<file path="src/rtl/la_capture_core.sv">
// Logic-analyzer capture engine: circular sample RAM with a programmable pre/post split around a trigger.
// Optional `LA_TRIG_CNT_EN adds trig_cnt_i so that the trigger fires on the (N+1)-th qualifying event.
module la_capture_core #(
    parameter int DATA_W = 3,
    parameter int DEPTH  = 256,
    parameter int ADDR_W = $clog2(DEPTH)
) (
    input  logic              sys_clk,
    input  logic              sys_rst,
    input  logic [DATA_W-1:0] probe_i,
    input  logic              arm_i,
    input  logic [DATA_W-1:0] trig_mask_i,
    input  logic [DATA_W-1:0] trig_value_i,
    input  logic              trig_mode_i,
    input  logic [ADDR_W-1:0] pre_trig_i,
`ifdef LA_TRIG_CNT_EN
    input  logic [7:0]        trig_cnt_i,
`endif
    input  logic [ADDR_W-1:0] rd_addr_i,
    output logic [DATA_W-1:0] rd_data_o,
    output logic              busy_o,
    output logic              done_o,
    output logic [ADDR_W-1:0] trig_pos_o
);

    typedef enum logic [2:0] {
        ST_IDLE,
        ST_PRE,
        ST_WAIT,
        ST_POST,
        ST_DONE
    } state_t;

    localparam logic [ADDR_W-1:0] ADDR_ONE  = ADDR_W'(1);
    localparam logic [ADDR_W-1:0] ADDR_LAST = ADDR_W'(DEPTH - 1);

    state_t            state_reg;
    logic [ADDR_W-1:0] wr_ptr_reg;
    logic [ADDR_W-1:0] cnt_reg;
    logic [ADDR_W-1:0] pre_reg;
    logic [ADDR_W-1:0] trig_pos_reg;
    logic [DATA_W-1:0] mask_reg;
    logic [DATA_W-1:0] value_reg;
    logic              mode_reg;
    logic              match_prev_reg;
    logic              busy_reg;
    logic              done_reg;
    logic [DATA_W-1:0] rd_data_reg;

    logic [DATA_W-1:0] mem [DEPTH];

    logic [DATA_W-1:0] bit_miss;
    logic              match;
    logic              qual;
    logic              fire;
    logic              wr_en;
    logic [ADDR_W-1:0] post_last;
    logic [ADDR_W-1:0] rd_phys;

    genvar gi;
    generate
        for (gi = 0; gi < DATA_W; gi++) begin : g_cmp
            assign bit_miss[gi] = mask_reg[gi] & (probe_i[gi] ^ value_reg[gi]);
        end
    endgenerate

    assign match = (bit_miss == '0);
    assign qual  = mode_reg ? (match & ~match_prev_reg) : match;

`ifdef LA_TRIG_CNT_EN
    logic [7:0] trig_cnt_reg;
    logic [7:0] evt_cnt_reg;
    assign fire = qual && (evt_cnt_reg == trig_cnt_reg);
`else
    assign fire = qual;
`endif

    // An arm cycle never writes; the first sample lands on the following cycle.
    assign wr_en     = !sys_rst && !arm_i &&
                       (state_reg == ST_PRE || state_reg == ST_WAIT || state_reg == ST_POST);
    assign post_last = ADDR_LAST - pre_reg;
    assign rd_phys   = trig_pos_reg - pre_reg + rd_addr_i;

    always_ff @(posedge sys_clk) begin
        if (wr_en) begin
            mem[wr_ptr_reg] <= probe_i;
        end
    end

    always_ff @(posedge sys_clk) begin
        if (sys_rst) begin
            rd_data_reg <= '0;
        end else begin
            rd_data_reg <= mem[rd_phys];
        end
    end

    always_ff @(posedge sys_clk) begin
        if (sys_rst) begin
            state_reg      <= ST_IDLE;
            wr_ptr_reg     <= '0;
            cnt_reg        <= '0;
            pre_reg        <= '0;
            trig_pos_reg   <= '0;
            mask_reg       <= '0;
            value_reg      <= '0;
            mode_reg       <= 1'b0;
            match_prev_reg <= 1'b0;
            busy_reg       <= 1'b0;
            done_reg       <= 1'b0;
`ifdef LA_TRIG_CNT_EN
            trig_cnt_reg   <= '0;
            evt_cnt_reg    <= '0;
`endif
        end else if (arm_i) begin
            mask_reg       <= trig_mask_i;
            value_reg      <= trig_value_i;
            mode_reg       <= trig_mode_i;
            pre_reg        <= pre_trig_i;
            wr_ptr_reg     <= '0;
            cnt_reg        <= '0;
            match_prev_reg <= 1'b0;
            busy_reg       <= 1'b1;
            done_reg       <= 1'b0;
            state_reg      <= (pre_trig_i == '0) ? ST_WAIT : ST_PRE;
`ifdef LA_TRIG_CNT_EN
            trig_cnt_reg   <= trig_cnt_i;
            evt_cnt_reg    <= '0;
`endif
        end else begin
            match_prev_reg <= match;
            case (state_reg)
                ST_PRE: begin
                    wr_ptr_reg <= wr_ptr_reg + ADDR_ONE;
                    cnt_reg    <= cnt_reg + ADDR_ONE;
                    if (cnt_reg == pre_reg - ADDR_ONE) begin
                        state_reg <= ST_WAIT;
                    end
                end
                ST_WAIT: begin
                    wr_ptr_reg <= wr_ptr_reg + ADDR_ONE;
                    if (fire) begin
                        trig_pos_reg <= wr_ptr_reg;
                        cnt_reg      <= ADDR_ONE;
                        if (pre_reg == ADDR_LAST) begin
                            state_reg <= ST_DONE;
                            busy_reg  <= 1'b0;
                            done_reg  <= 1'b1;
                        end else begin
                            state_reg <= ST_POST;
                        end
                    end
`ifdef LA_TRIG_CNT_EN
                    else if (qual) begin
                        evt_cnt_reg <= evt_cnt_reg + 8'd1;
                    end
`endif
                end
                ST_POST: begin
                    wr_ptr_reg <= wr_ptr_reg + ADDR_ONE;
                    if (cnt_reg == post_last) begin
                        state_reg <= ST_DONE;
                        busy_reg  <= 1'b0;
                        done_reg  <= 1'b1;
                    end else begin
                        cnt_reg <= cnt_reg + ADDR_ONE;
                    end
                end
                default: begin
                end
            endcase
        end
    end

    assign rd_data_o  = rd_data_reg;
    assign busy_o     = busy_reg;
    assign done_o     = done_reg;
    assign trig_pos_o = trig_pos_reg;

endmodule

</file>
<file path="config.mk">
export PLATFORM = sky130hd
export DESIGN_NAME = la_capture_core
export DESIGN_NICKNAME = d
export VERILOG_FILES = /design/src/rtl/la_capture_core.sv
export SDC_FILE = /design/constraint.sdc
export NUM_CORES = 1
export LEC_CHECK = 0
export CAP_MARGIN = 15
export CORE_MARGIN = 4
export CORE_UTILIZATION = 55
export CTS_CLUSTER_SIZE = 14
export DETAILED_ROUTE_END_ITERATION = 10
export PLACE_DENSITY_LB_ADDON = 0.1
export SLEW_MARGIN = 20
export SYNTH_ARGS = -nofsm -noshare
export SYNTH_HDL_FRONTEND = slang
export SYNTH_SLANG_ARGS = --single-unit
</file>
<file path="constraint.sdc">
create_clock -name sys_clk -period 5.81 [get_ports sys_clk]
set_clock_uncertainty 0.05 [all_clocks]
set_input_delay 1.743 -clock sys_clk [delete_from_list [all_inputs] [get_ports sys_clk]]
set_output_delay 1.743 -clock sys_clk [all_outputs]
set_load 0.02 [all_outputs]
</file>
# After elaboration in Yosys (flattened, before gate mapping)
# Memory sizes are Yosys's and may differ from the RTL's. A register that Yosys moved wholly into a read port is not among the register bits.
# Cells that the tools add are included.
totals:
  ramBits: 768
  mem_bits_ro: 0
  regBits: 45
  latchBits: 0
  in_bits: 29
  memories: 1
classes:
  n_addsub: 6
  eq_ne: 14
  n_div: 0
  muxes: 22
  mul: 0
  magnitude_cmp: 0
  shifts: 0
  bitwise: 9
  n_reduce_logical: 19
memory_table:
  columns: ["memory", "words", "width", "read_ports", "rd_ports_with_merged_regs", "write_ports", "line", "rtl"]
  rows:
  - ["mem", 256, 3, 1, 1, 1, "50", "logic [DATA_W-1:0] mem [DEPTH];"]
op_table:
  columns: ["cell", "n"]
  rows:
  - ["$pmux W8 S3", 1]
  - ["$add A8 B1 Y8 const B", 2]
  - ["$eq A8 B8 Y1", 2]
  - ["$mux W8", 2]
  - ["$mux W3", 5]
  - ["$reduce_and A4 Y1", 3]
  - ["$mux W1", 10]
  - ["$ne A3 B2 Y1 const B", 3]
  - ["$pmux W3 S3", 1]
  - ["$add A8 B8 Y8", 1]
  - ["$eq A8 B8 Y1 const B", 1]
  - ["$logic_not A8 Y1", 1]
  - ["$sub A8 B1 Y8 const B", 1]
  - ["$sub A8 B8 Y8", 1]
  - ["$sub A8 B8 Y8 const A", 1]
  - ["$eq A3 B2 Y1 const B", 2]
  - ["$reduce_and A3 Y1", 2]
  - ["$reduce_bool A3 Y1", 2]
  - ["$and A1 B1 Y1", 4]
  - ["$ne A2 B1 Y1 const B", 2]
  - ["$ne A2 B2 Y1 const B", 2]
  - ["$pmux W1 S2", 2]
  - ["$reduce_bool A4 Y1", 1]
  - ["$eq A3 B1 Y1 const B", 1]
  - ["11 further kinds", 17]

# Logic depth before layout (Yosys ltp)
# Gate-level depths: netlist of the first run.
depth:
  depth_word: 8
  mapped_depth: 17
  ltp_nobuf: 14

# Worst setup path before layout of the first run
# OpenSTA, ideal clock, no wires.
synth_timing:
  path_type: "input-to-reg"
  from: "input port rd_addr_i[1]"
  to: "register rd_data_reg[0], in the netlist rd_data_o[0], read port of mem"
  arrival_time_ns: 4.568
  required_time_ns: 5.619
  n_path_buf: 2
  setup_time_ns: 0.141
  path_slack_ns: 1.051
  cell_stages: 11
  path_cell_list: "inv_1 fa_1 fa_1 buf_2 clkbuf_1 mux4_2 nand2_1 a31oi_1 mux4_2 a211oi_1 a211oi_1"
synth_via:
  elab_chain_cells: 1
synth_rtl:
  columns: ["item", "line", "rtl"]
  rows:
  - ["from (decl)", "19", "input logic [ADDR_W-1:0] rd_addr_i,"]
  - ["$add A8 B8 Y8", "82", "assign rd_phys = trig_pos_reg - pre_reg + rd_addr_i;"]
  - ["to (decl)", "48", "logic [DATA_W-1:0] rd_data_reg;"]
# No other way between the ends.
# A chain may end at the register's enable or synchronous reset.

# Worst setup path after layout of the first run
layout_timing:
  from: "input port rd_addr_i[1]"
  to: "register rd_data_reg[1], in the netlist rd_data_o[1], read port of mem"
# Same word-level chain as after synthesis.

==> results of run 1 <==
[cell type report]
class                           count  share of cell area (%)
Sequential cell                   816                   63.02
Clock inverter                     55                   1.415
Timing Repair Buffer              117                   3.141
Multi-Input combinational cell   1069                   23.90
Tap cell                          782                   2.567
Clock buffer                       97                   5.613
Inverter                           35                  0.3447
[logic make-up (layout without fill, tap and decap cells)]
kind of cell | Yosys count | in the layout | synth area share [%]
xor+xnor | 35 | 35 | 1.011
simple gates | 670 | 670 | 8.370
buf+inv | 159 | 304 | 2.769
compound gates | 115 | 115 | 2.420
fa+ha+maj | 22 | 22 | 0.9635
mux | 227 | 227 | 13.86
flops | 816 | 816 | 70.61
[through the flow]
| stage | hold WS (ps) | total power [W] |
|---|---|---|
| 5_1_grt | 414.4 | 0.01438 |
| 3_3_place_gp | 385.9 | 0.008720 |
| 6_report | 394.1 | 0.01394 |
| 3_5_place_dp | 387.0 | 0.008741 |
| 4_1_cts | 396.3 | 0.01400 |
| 2_1_floorplan | 409.2 | 0.007934 |
[synthesized netlist by cell type (24+ instances only)]
cell type,instances,area share [%]
dfxtp_1,48,2.8
mux2i_1,29,0.85
clkbuf_1,44,0.49
buf_2,37,0.54
nor2_1,319,3.5
mux4_2,191,13
nand2_1,191,2.1
a21oi_1,27,0.40
edfxtp_1,768,68
and3_1,24,0.44
inv_1,34,0.38
nand3_1,73,1.1
[where the power goes]
| group | internal [W] | leakage, nW | switching [W] |
|---|---|---|---|
| registers | 0.00644 | 7.29 | 0.0000224 |
| logic | 0.000891 | 3.61 | 0.00128 |
| clock network | 0.00305 | 1.30 | 0.00225 |
[final timing paths]
check | start | endpoint | cells after the start
min reg2reg | done_o$_SDFFE_PP0P_ | done_o$_SDFFE_PP0P_ | 2
max | rd_addr_i[1] | rd_data_o[1]$_SDFF_PP0_ | 15
max reg2reg | pre_reg[0]$_SDFFE_PP0P_ | rd_data_o[1]$_SDFF_PP0_ | 16
min | done_o$_SDFFE_PP0P_ | done_o$_SDFFE_PP0P_ | 2
[worst max-delay path: cells and delay by family]
kind,cells,cell delay (ps)
buffers and inverters,6,1360
adders and majority gates,2,1060
AOI/OAI and AO/OA,3,610
and+or+nand+nor,3,500
xor gates and xnor gates,1,400
[routing by layer]
metal | vias up | wire (um)
met1 | 9689 | 34050
met2 | 783 | 41340
li1 | 8067 | -
met4 | 0 | 2574
met5 | - | 0
met3 | 165 | 6123
[cell usage in the layout, fill, tap and decap left out, drive strengths merged, types with 29 or more instances in the layout]
cell / Yosys / final
buf: 80 / 79
clkbuf: 44 / 97
clkdlybuf4s50: 0 / 38
clkinv: 0 / 36
dfxtp: 48 / 48
edfxtp: 768 / 768
inv: 35 / 40
mux2i: 29 / 29
mux4: 194 / 194
nand2: 191 / 191
nand3: 73 / 73
nor2: 319 / 319
==> impl_metrics.py, run 1 <==
metrics = {
    "placed_design": {
        "dpl_cell_area_um2": 35440,
        "routabilityCongestion": 0.8206,
        "dpl.cell_count": 2819,
        "portBuffers": 41,
        "place_ws_ps": -37.03,
        "dpl.hpwl_mm": 52.58,
    },
    "sta": {
        "hold_viol_final": 0,
        "fin_crit_sh_pct": 89.67,
        "rsz0062_at_grt": "false",
        "setup_viol": 0,
        "layout_setup_ws_ps": 600.5,
        "worst_slew_pin_slew_ps": 1078,
        "finalCriticalPeriod_ps": 5210,
        "max_freq_mhz": 192.0,
        "relSlewSlack_pct": 28.10,
        "drv_slew": 0,
        "setup_tns_ps": 0,
    },
    "routing": {
        "num_vias": 18700,
        "wl_per_cell_um": 28.30,
        "routed_wl_mm": 84.09,
        "drc": 0,
        "firstDrtPassIters": 7,
        "drtIter0Drc": 2068,
        "ant_nets": 0,
        "via_per_inst": 6.296,
    },
    "cts": {
        "post_cts_buffers": 0,
        "cts_resized": 0,
        "cts_root_buffer": "clkbuf_16",
        "numCtsBuffers": 82,
        "cts_buffer_depth": 3,
        "cts_tree": "done",
        "cts_hold_buf": 0,
        "htreeDepth": 3,
        "clock_sinks": 816,
        "insertion_delay_ps": 640,
        "clk_pin_slew_worst_paths_ps": 60,
    },
    "floorplan": {
        "io_pins": 42,
        "row_count": 90,
        "die_w_um": 256.7,
        "start_util_pct": 55.95,
        "dieArea_um2": 65910,
        "core_um2": 60810,
        "die_y_um": 256.7,
    },
    "grt": {
        "grt_usage_pct": 25.64,
        "antenna_found_initial": 0,
        "grt_pass1_wl_mm": 125.8,
        "grtUsageMet3_pct": 4.352,
        "use_met2_pct": 42.10,
        "overflow": 0,
        "first_global_vias": 19340,
        "grt_use_met1_pct": 35.90,
        "grt_busiest_layer": "met2",
        "grt_start_max_net_pins": 104,
    },
    "synth": {
        "synth_ff_type": "edfxtp_1",
        "synth_edf_count": 768,
        "async_flop_share_pct": 0,
        "synth_seq_area_share_pct": 70.61,
        "synth_cell_type_count": 65,
        "syn_nets": 2095,
        "yosys_warnings": 0,
        "synth_cells": 2044,
        "netlist_area_um2": 34020,
        "avgSynthCellArea_um2": 16.65,
        "postSynthRegisterBits": 816,
    },
    "setup_path": {
        "cp_slowest_cell": "fa_1",
        "worst-setup-path-type": "in2reg",
        "path_cells": "clkdlybuf4s50_1, inv_1, fa_1, fa_4, buf_4, nor2b_1, o31a_4, xor2_2, buf_4, buf_4, nand3_1, nand4_1, a41oi_1, buf_4, a311oi_1",
        "end_kind": "register",
        "crit_path_max_incr_delay_ps": 550,
        "cp.arrival_ps": 5710,
        "cp_common_cell": "buf_4",
        "critPathMaxFanout": 9,
        "crit_required_ps": 6310,
        "r2r_setup_slack_ps": 1680,
        "worstSetupStartpointType": "input port",
    },
    "layout": {
        "seqCellArea_um2": 24020,
        "antenna_cells": 0,
        "final_cells": 2971,
        "largest_reg_flops": 768,
        "fillers": 4327,
        "nets": 2172,
        "drive_above_1_share_pct": 18.96,
        "area.growth.synth_to_final_pct": 12.03,
        "multi_input_area_um2": 9109,
        "regMostFlops": "mem",
        "final_core_util_pct": 62.69,
        "design_area_um2": 38120,
    },
    "power_and_ir_drop": {
        "powerDensity_nw_per_um2": 365.6,
        "worst_ir_drop_vdd_mv": 0.2646,
        "p_leak_nw": 12.20,
    },
    "outcome": {
        "status": "finished, final reports clean",
    },
    "worst_hold_path": {
        "hold_path_class": "reg2reg",
    },
    "flow_run": {
        "cap_violations": 0,
    },
}
Note: power is estimated with default switching activity, not from simulation.
==> run 2: changes to the inputs <==
Settings changed: MAX_ROUTING_LAYER set to met4.
Clock period 5.81 ns to 5.3 ns, I/O delays scaled along.
==> run 2 against run 1 <==
Effect of this change: register-to-register slack got worse by 440 ps; wire length decreased by 0.83%; sequential power increased by 9.7%; clock-buffer cell count increased by 2; critical path depth increased by 1; clock power increased by 10%; die area unchanged; total power increased by 11%.
==> impl_metrics.py, run 2 (synthesized netlist as in run 1, its figures left out) <==
metrics = {
    "layout": {
        "area.growth.synth_to_final_pct": 13.04,
        "nets": 2201,
        "final_cells": 2994,
        "largest_reg_flops": 768,
        "antenna_cells": 0,
        "final_common_cell": "edfxtp_1",
        "final_core_util_pct": 63.25,
        "design_area_um2": 38460,
        "mostFrequentLayoutCells": "768 x edfxtp_1, 319 x nor2_1, 191 x mux4_2, 190 x nand2_1, 84 x clkbuf_16",
        "drive_above_1_share_pct": 20.03,
        "regMostFlops": "mem",
    },
    "floorplan": {
        "row_count": 90,
        "die_y_um": 256.7,
        "io_pins": 42,
        "die_w_um": 256.7,
        "dieArea_um2": 65910,
        "core_um2": 60810,
        "start_util_pct": 55.95,
    },
    "routing": {
        "num_vias": 18800,
        "firstDrtPassIters": 8,
        "wl_per_cell_um": 27.85,
        "routed_wl_mm": 83.39,
        "via_per_inst": 6.279,
        "ant_nets": 0,
        "drtIter0Drc": 2053,
        "drc": 0,
    },
    "sta": {
        "rsz0062_at_grt": "false",
        "drv_slew": 0,
        "relSlewSlack_pct": 29.93,
        "setup_tns_ps": 0,
        "setup_viol": 0,
        "finalCriticalPeriod_ps": 5006,
        "fin_crit_sh_pct": 94.46,
        "layout_setup_ws_ps": 293.6,
        "max_freq_mhz": 199.7,
        "hold_viol_final": 0,
        "worst_slew_pin_slew_ps": 1047,
    },
    "flow_run": {
        "cap_violations": 0,
    },
    "placed_design": {
        "portBuffers": 41,
        "dpl_cell_area_um2": 35720,
        "dpl.hpwl_mm": 53.21,
        "place_ws_ps": -341.0,
        "routabilityCongestion": 0.8471,
        "dpl.cell_count": 2847,
    },
    "power_and_ir_drop": {
        "powerDensity_nw_per_um2": 400.7,
        "seqPwrFrac_pct": 46.1,
        "switching_share_pct": 25.18,
        "clockPowerShare_pct": 37.9,
        "pwr-share-comb_pct": 16.0,
        "p_leak_nw": 12.40,
        "p_int_w": 0.01153,
        "p_sw_w": 0.003881,
        "worst_ir_drop_vdd_mv": 0.2717,
    },
    "cts": {
        "cts_tree": "done",
        "insertion_delay_ps": 640,
        "cts_buffer_depth": 3,
        "post_cts_buffers": 0,
        "cts_hold_buf": 0,
        "clk_pin_slew_worst_paths_ps": 60,
        "cts_resized": 0,
        "numCtsBuffers": 83,
        "htreeDepth": 3,
        "clock_sinks": 816,
        "cts_root_buffer": "clkbuf_16",
    },
    "worst_hold_path": {
        "worstHoldStart": "done_o$_SDFFE_PP0P_",
        "worstHoldPathCells": 2,
        "hold_path_class": "reg2reg",
        "min_to": "done_o$_SDFFE_PP0P_",
    },
    "grt": {
        "grt_start_max_net_pins": 177,
        "first_global_vias": 19150,
        "antenna_found_initial": 0,
        "overflow": 0,
        "grt_usage_pct": 26.26,
        "grt_pass1_wl_mm": 124.6,
    },
    "setup_path": {
        "worstSetupStartpointType": "input port",
        "end_kind": "register",
        "r2r_setup_slack_ps": 1240,
        "rr_worst_depth": 13,
        "worst-setup-path-type": "in2reg",
        "cp.arrival_ps": 5460,
        "reg2reg_to": "rd_data_o[2]$_SDFF_PP0_",
        "crit_required_ps": 5750,
        "r2r-start": "pre_reg[0]$_SDFFE_PP0P_",
        "critPathMaxFanout": 22,
    },
    "outcome": {
        "status": "finished, final reports clean",
    },
}
## run 2: changes by cell type in the layout (fill, tap and decap cells not counted), moves of 3 or more
cell / before / now
clkinv_1: 19 / 16
clkinvlp_4: 4 / 1
buf_12: 17 / 23
buf_4: 59 / 80
## run 2: worst max path at each step
| stage | from | end | slack (ps) |
|---|---|---|---|
| floorplan | rd_addr_i[1] | rd_data_o[0]$_SDFF_PP0_ | 690 |
| global placement | rd_addr_i[1] | rd_data_o[2]$_SDFF_PP0_ | -370 |
| detailed placement | rd_addr_i[1] | rd_data_o[1]$_SDFF_PP0_ | -340 |
| CTS | rd_addr_i[1] | rd_data_o[1]$_SDFF_PP0_ | 350 |
| global route | rd_addr_i[1] | rd_data_o[1]$_SDFF_PP0_ | 170 |
| finish | rd_addr_i[1] | rd_data_o[1]$_SDFF_PP0_ | 290 |
## run 2: critical path, stage by stage
cell and delay (ps):
clkdlybuf4s50_1 450, inv_1 60, fa_1 620, inv_1 60, ha_1 270, a21oi_1 280
o21a_2 340, buf_4 200, and2_2 280, buf_12 230, nand3_1 100, nand3_1 170
nand4_1 190, a41oi_1 380, buf_4 180, a311oi_1 40
## run 2: area by class of cell
| cell class | count | area [um^2] |
|---|---|---|
| sequential | 816 | 24020 |
| fill | 4289 | 22350 |
| multi-input combinational | 1069 | 9109 |
| clock buffer | 99 | 2190 |
| timing repair buffer | 145 | 1486 |
| tap | 782 | 978.4 |
| clock inverter | 48 | 543.0 |
| inverter | 35 | 131.4 |
## run 2: metal layers
metal	vias to the layer above	track usage [%]	wire, um	share of wire, %
met5	-	-	0	0
met4	0	8.016	2800	3.4
met3	173	4.677	6722	8.1
met2	896	40.99	40310	48
met1	9632	36.13	33560	40
li1	8099	-	-	-
## run 2: per-stage QoR
step | total power, W | hold WS [ps]
floorplan | 0.008697 | 409.2
global placement | 0.009676 | 393.9
detailed placement | 0.009693 | 402.9
CTS | 0.01549 | 412.0
global route | 0.01593 | 430.3
finish | 0.01541 | 410.1
## run 2: power by group through the flow
stage                     Clock (W)  Combinational (W)  Sequential [W]
after floorplan                   0            0.00147         0.00723
after global placement            0            0.00244         0.00724
after detailed placement          0            0.00246         0.00724
after CTS                   0.00592            0.00247         0.00710
after global routing        0.00621            0.00262         0.00710
final                       0.00584            0.00247         0.00710
==> run 3: changes to the inputs <==
Settings changed: CORE_MARGIN 4 to 2, SLEW_MARGIN 20 to 0.
==> run 3 against run 2 <==
Effect of this change: largest cell class unchanged; critical endpoint is now rd_data_o[0]$_SDFF_PP0_; critical path type unchanged; total power rose by 2.7%; fmax shrank 3.9%; cell count grew 0.90%.
==> impl_metrics.py, run 3 (synthesized netlist as in run 1, its figures left out) <==
metrics = {
    "routing": {
        "drc": 0,
        "firstDrtPassIters": 5,
        "routed_wl_mm": 84.61,
        "num_vias": 18840,
        "ant_nets": 0,
        "wl_per_cell_um": 28.01,
        "via_per_inst": 6.237,
        "drtIter0Drc": 2145,
    },
    "layout": {
        "final_core_util_pct": 63.14,
        "mostFrequentLayoutCells": "768 x edfxtp_1, 319 x nor2_1, 191 x mux4_2, 190 x nand2_1, 88 x buf_4",
        "fillers": 4343,
        "area.growth.synth_to_final_pct": 14.11,
        "final_common_cell": "edfxtp_1",
        "design_area_um2": 38820,
        "largest_reg_flops": 768,
        "final_cells": 3021,
        "nets": 2216,
        "antenna_cells": 0,
        "drive_above_1_share_pct": 20.93,
        "regMostFlops": "mem",
    },
    "outcome": {
        "status": "finished, final reports clean",
    },
    "grt": {
        "overflow": 0,
        "grt_start_max_net_pins": 214,
        "antenna_found_initial": 0,
        "first_global_vias": 19410,
        "grt_usage_pct": 27.94,
        "grt_pass1_wl_mm": 125.6,
    },
    "power_and_ir_drop": {
        "worst_ir_drop_vdd_mv": 0.2956,
        "p_sw_w": 0.003987,
        "seqPwrFrac_pct": 44.8,
        "pwr-share-comb_pct": 16.4,
        "total_power_w": 0.01583,
        "p_leak_nw": 12.55,
        "powerDensity_nw_per_um2": 407.7,
        "p_int_w": 0.01184,
        "clockPowerShare_pct": 38.8,
        "switching_share_pct": 25.19,
    },
    "sta": {
        "finalCriticalPeriod_ps": 5208,
        "worst_slew_pin_slew_ps": 1062,
        "setup_tns_ps": 0,
        "rsz0062_at_grt": "false",
        "setup_viol": 0,
        "max_freq_mhz": 192.0,
        "relSlewSlack_pct": 29.22,
        "hold_viol_final": 0,
        "drv_slew": 0,
        "fin_crit_sh_pct": 98.27,
    },
    "floorplan": {
        "die_y_um": 252.7,
        "io_pins": 42,
        "row_count": 91,
        "dieArea_um2": 63870,
        "start_util_pct": 55.34,
        "core_um2": 61480,
        "die_w_um": 252.7,
    },
    "cts": {
        "cts_buffer_depth": 3,
        "numCtsBuffers": 84,
        "cts_root_buffer": "clkbuf_16",
        "insertion_delay_ps": 650,
        "cts_hold_buf": 0,
        "cts_tree": "done",
        "htreeDepth": 3,
        "clk_pin_slew_worst_paths_ps": 60,
        "post_cts_buffers": 0,
        "clock_sinks": 816,
    },
    "setup_path": {
        "cp.arrival_ps": 5660,
        "worst-setup-path-type": "in2reg",
        "worstSetupStartpointType": "input port",
        "critPathMaxFanout": 16,
        "end_kind": "register",
        "crit_required_ps": 5750,
    },
    "placed_design": {
        "dpl.cell_count": 2869,
        "routabilityCongestion": 0.8750,
        "portBuffers": 41,
        "dpl_cell_area_um2": 35930,
        "dpl.hpwl_mm": 54.40,
    },
    "worst_hold_path": {
        "hold_path_class": "reg2reg",
    },
    "flow_run": {
        "cap_violations": 0,
    },
}
[run 3: cell types whose count changed in the layout (fill, tap and decap cells not counted), moves of 2 or more]
cell        previous run  this run
clkinv_1              16         9
a211oi_2               0         2
clkinvlp_4             1         7
bufinv_16              9        13
buf_12                23        30
clkbuf_1              11        15
clkinv_8               1         3
buf_4                 80        88
a211oi_1              18        16
[run 3: layout make-up]
type                            count  area [um^2]  area share [%]
Sequential cell                   816        24020           61.88
Multi-Input combinational cell   1069         9119           23.49
Clock buffer                      103         2225           5.730
Timing Repair Buffer              159         1675           4.315
Tap cell                          790        988.4           2.546
Clock inverter                     49        661.9           1.705
Inverter                           35        131.4          0.3384
[run 3: through the flow]
stage | worst slack [ps] | hold slack, ps
CTS | 40.08 | 412.9
finish | 91.95 | 408.2
floorplan | 693.6 | 409.2
detailed placement | -618.0 | 403.9
global placement | -604.0 | 387.8
global route | 37.34 | 459.1
[run 3: worst max-delay path: stages]
cell and delay [ps]:
clkdlybuf4s50_1 460, inv_1 60, fa_1 530, fa_4 910, buf_12 190, buf_12 170
mux4_2 300, a211oi_1 260, a31oi_1 110, mux4_2 560, a211oi_2 400, a211oi_1 90
[run 3: repair_timing]
item,in CTS,in global routing
hold endpoints to repair,0,0
resized for setup,0,2
setup endpoints to repair,0,2
[run 3: path summary, 6_finish.rpt]
kind                                               from                       to  slack (ps)  cells past startpoint
worst min-delay path                done_o$_SDFFE_PP0P_      done_o$_SDFFE_PP0P_         410                      2
worst min register to register      done_o$_SDFFE_PP0P_      done_o$_SDFFE_PP0P_         410                      2
worst max-delay path                       rd_addr_i[1]  rd_data_o[0]$_SDFF_PP0_          90                     12
worst max register to register  pre_reg[0]$_SDFFE_PP0P_  rd_data_o[0]$_SDFF_PP0_        1010                     13
[run 3: per-layer routing]
metal	GRT usage, %	up-vias	part of all wire, %
li1	-	8144	-
met1	37.52	9769	41
met2	44.59	776	50
met3	4.789	153	7.3
met4	8.014	0	2.6
met5	-	-	0
[run 3: power by group through the flow]
stage                     logic [W]  clock network, W  registers (W)
after global routing        0.00273           0.00647        0.00709
after floorplan             0.00147                 0        0.00723
final                       0.00259           0.00615        0.00709
after detailed placement    0.00257                 0        0.00723
after global placement      0.00256                 0        0.00723
after CTS                   0.00258           0.00623        0.00709
